--- config.mk ---
export PLATFORM = sky130hd
export DESIGN_NAME = counter_as_timer
export DESIGN_NICKNAME = d
export VERILOG_FILES = /design/src/rtl/counter_as_timer.sv
export SDC_FILE = /design/constraint.sdc
export NUM_CORES = 1
export LEC_CHECK = 0
export CAP_MARGIN = 40
export CORE_AREA = 2 2 39 41
export CTS_BUF_LIST = sky130_fd_sc_hd__clkbuf_4 sky130_fd_sc_hd__clkbuf_8
export CTS_CLUSTER_SIZE = 10
export DETAILED_ROUTE_END_ITERATION = 7
export DIE_AREA = 0 0 41 43
export PLACE_DENSITY = 0.36
export SYNTH_ARGS = -nofsm -noshare
export SYNTH_HDL_FRONTEND = slang
export SYNTH_SLANG_ARGS = --single-unit
--- constraint.sdc ---
create_clock -name clk -period 1.01 [get_ports clk]
set_clock_uncertainty 0.2 [all_clocks]
set_input_delay 0.202 -clock clk [delete_from_list [all_inputs] [get_ports clk]]
set_output_delay 0.202 -clock clk [all_outputs]
set_load 0.01 [all_outputs]
--- src/rtl/counter_as_timer.sv ---
`timescale 1ns/100ps
// counter_as_timer: free-running modulo-(MAX+1) counter with a terminal-count tick
// Ports:
//   clk   - system clock, state updates on the rising edge
//   reset - asynchronous active-high reset, clears Q immediately
//   Q     - registered count, $clog2(MAX)+1 bits so it always holds MAX
//   tick  - high while Q == MAX, decoded straight from the register
module counter_as_timer #(
    parameter int MAX = 4
) (
    input  logic                   clk,
    input  logic                   reset,
    output logic [$clog2(MAX):0]   Q,
    output logic                   tick
);
    localparam int W = $clog2(MAX) + 1;
    localparam logic [W-1:0] TERM = W'(MAX);

    // >= rather than == so an out-of-range value (e.g. an upset) reloads 0
    always_ff @(posedge clk or posedge reset)
        if (reset) Q <= '0;
        else       Q <= (Q >= TERM) ? '0 : Q + W'(1);

    assign tick = (Q == TERM);
endmodule

* Word-level counts from Yosys, hierarchy flattened
Cells that the tools add are included.
Storage, ports and cells: input port bits 2, word-level logic and storage cells 5, flip-flop bits (word level) 3
Operators by class: muxes and demuxes 1, magnitude comparators 1, equal/unequal tests 1, $add $sub $neg 1
Operator list (count):
- 3-bit by 1-bit adder with 3-bit output (second input constant) | 1
- 3-bit == test (second input constant) | 1
- 3-bit >= comparator (second input constant) | 1
- 3-bit 2-to-1 mux | 1

* Longest topological paths before layout
Gate-level depths: netlist of the first run.
depth in word-level cells 2, depth in mapped cells 3

* Least setup slack after synthesis of the first run
OpenSTA, ideal clock, no wires.
path type flip-flop to output port, start reg Q[0], end out tick, cell stages (with the launch flop) 4, path buffers 0, arrival 0.792 ns, path slack -0.184 ns, data required time 0.608 ns, cells stage by stage dfrtp_1 -> inv_1 -> ha_1 -> and2_1
Between the ends: cells in the longest elaborated chain, start to end 1
Ends and longest elaborated chain:
- from (decl) | line 13 | output logic [$clog2(MAX):0] Q,
- from (signal assigned) | line 22 | else Q <= (Q >= TERM) ? '0 : Q + W'(1);
- 3-bit == test | line 24 | assign tick = (Q == TERM);
- to (decl) | line 14 | output logic tick
Every way passes these cells.

* Worst setup path in the final report of the first run
Ends and elaborated chain as after synthesis.

==> metrics.md, run 1 <==
| Metric | Value |
|---|---|
| Worst min path class | in2async |
| CTS sink cnt | 3 |
| Post-synthesis cell count | 12 |
| Biggest regs | Q (3) |
| Worst slew pin tran | 136 ps |
| Max reg flops | 3 |
| FILL cells | 162 |
| Worst setup margin | -410 ps |
| CORE AREA | 1380 sq um |
| Largest family of logic cells by synthesized area | adder cells |
| Number of enable flip-flop cells after synthesis | 0 |
| DR iter-0 viols | 0 |
| First-pass GRT wire length | 496 um |
| DRC viols | 0 |
| Post-Syn Nets | 16 |
| Clock H-tree levels | 1 |
| Total Neg Setup Slack | -1500 ps |
| Max VDD drop | 366 uV |
| Number of cells after detailed placement | 36 |
| Final ANT Viol Nets | 0 |
| Worst-skew pair later-pin latency | 230 ps |
| Yosys reg bits | 3 |
| Predominant post-synthesis flop cell | dfrtp_1 |
| Outcome | finished, violations left |
| Grt ovf | 0 |
| Area delta synth->final | 126% |
| FF+latch area | 75.1 sq um |
| NumNets Final | 30 |
| Worst hold slack | -58.2 ps |
| Pwr dens | 1200 nW/um^2 |
| Failing checks | negative hold slack, negative setup slack |
| Largest reg by FF count | Q |
| Crit start category | flop |
| Setup CP Type | reg2out |
| Data required, critical path | 610 ps |
| R2r endpoint | Q[2] |
| Die area | 1760 sq um |
| Overall Power | 0.365 mW |
| Crit path DAT | 1020 ps |
| Crit-path cells | inv_2 > ha_4 > and2_4 > buf_6 |
| Vias in the first global route | 136 |
| Post-layout util | 0.219 |
| Layout cells sized above 1 | 0.720 |
| Synth top area cells | dfrtp_1 (56%), ha_1 (19%), nor2b_1 (9.3%), inv_1 (8.4%), and2_1 (4.7%) |
| Cell variety after synth | 6 |
| Slew Viols, Final | 0 |
| Routed WL | 319 um |
| Post-synthesis simple-gate area fraction | 0.168 |
| Top-area cell type share of the netlist area | 0.561 |
| Fmax | 704 MHz |
| Crit-path max FO | 2 |
| Post-synthesis xor/xnor area fraction | 0 |
| Die Wd | 41 um |
| Min Tclk post-route | 1420 ps |
| Root buffer cell | clkbuf_4 |
| Initial antenna violation count | 0 |
| Clk buf depth | 2 |
| Max incr delay on CP | 360 ps |
| Port Buffers | 5 |
| Mux cell area share after synthesis | 0 |
| Worst Setup EP | tick |
| Area of the multi-input gates | 77.6 sq um |
| Max Cap Violations | 0 |
| FFs w/ async S/R, synth | 1.00 |
| Synthesized area | 134 sq um |
| Initial Util | 0.0967 |
| Sequential share of the synthesized area | 0.561 |
| Clock buffer count from CTS | 3 |
| DRT Pass-1 Iters | 1 |
| Largest area contributor in the netlist | dfrtp_1 |
| Post-Syn Area per Cell | 11.2 sq um |
| Row count | 14 |
| Hold Violations, Final | 3 |
| Clock slew at reported path FFs | 40 ps |
| Reg2reg start | Q[0] |
| Post-route clock period utilization | 1.41 |
| Critical path endpoint category | primary output |
| Synth Area in Adders | 0.187 |
| RePlAce Congestion | 0.535 |
| Endpoints failing setup | 6 |
| Worst R2R Setup Slack | -240 ps |
| YS warnings | 0 |
| GRT Util Overall | 0.0513 |
| Vias | 122 |
| Synth top cells by count | dfrtp_1 (3), inv_1 (3), ha_1 (2), nor2b_1 (2) |
| Lkg Pwr | 0.139 nW |
| Wire per inst | 7.78 um |
| Pre-CTS WS | -591 ps |
| Non-Filler Instances | 41 |
| CTS tree | done |
| IO Pins | 6 |
| RSZ-0062 raised after global routing | true |
| CP max stage cell | dfrtp_1 |
| Worst Setup SP | Q[0] |
| Slew headroom | 0.910 |
| Compound-gate portion of the synthesized area | 0 |
| Vias/cell | 2.98 |
| Reg2Reg Depth | 4 |
| DIE HEIGHT | 43 um |
| Largest net degree at the start of global routing | 4 |
| Antenna diode count | 0 |
==> power breakdown <==
part	switching, mW	total [mW]	internal (mW)
Combinational	0.00268	0.00631	0.00362
Sequential	0	0.121	0.121
Clock	0.0625	0.237	0.175
Total	0.0652	0.365	0.299
==> critical path, delay by kind of cell, from the launching register on <==
family / cells / cell delay, ps
DFF: 1 / 360
buffers and inverters: 2 / 160
adders and majority gates: 1 / 140
and+or+nand+nor: 1 / 120
==> metal layers <==
layer	GRT usage	routed length, um
met1	0.0421	126
met2	0.0625	151
met3	0.0314	41
met4	0.0800	0
met5	0	0
==> repair_timing <==
action	4_1_cts	5_1_grt
hold endpoints to repair	3	3
pin swaps	0	1
endpoints found under the setup margin	6	6
resized for setup	17	8
buffers inserted	0	1
==> cell families after synthesis <==
family,Yosys count
AND/OR/NAND/NOR,4
buffers and inverters,3
flip-flops,3
adder cells (fa/ha/maj),2
==> worst min-delay path by stage <==
stage                     start  endpoint  slack (ps)  cells past startpoint
after global routing      reset      Q[1]         -50                      2
final                     reset      Q[2]         -60                      2
after global placement    reset      Q[1]         190                      2
after CTS                 reset      Q[1]         -60                      2
after floorplan           reset      Q[0]        -240                      1
after detailed placement  reset      Q[1]         180                      2
==> area by class of cell <==
type,count,share of cell area
repair buffers,9,0.293
multi-input cells,6,0.256
flip-flops and latches,3,0.248
clock buffers,4,0.0992
well taps,16,0.0661
inverters,3,0.0372
==> through the flow <==
stage	hold slack (ps)	cell area, sq um
after CTS	-63.4	270
after detailed placement	182	241
after global placement	186	241
after floorplan	-244	149
after global routing	-45.5	303
final	-58.2	303
==> layout by cell type, fill, tap and decap left out, types with 2 or more instances in the layout <==
cell type,synthesis,layout
clkbuf_4,0,4
buf_4,0,3
buf_6,0,5
inv_2,0,2
dfrtp_1,3,3
No activity file was read; power rests on OpenSTA's default activity.
==> inputs of run 2 (changes only) <==
CAP_MARGIN = not set   (was 40)
==> results of run 2 <==
No change in the layout: final DEF, timing and power equal those of run 1.
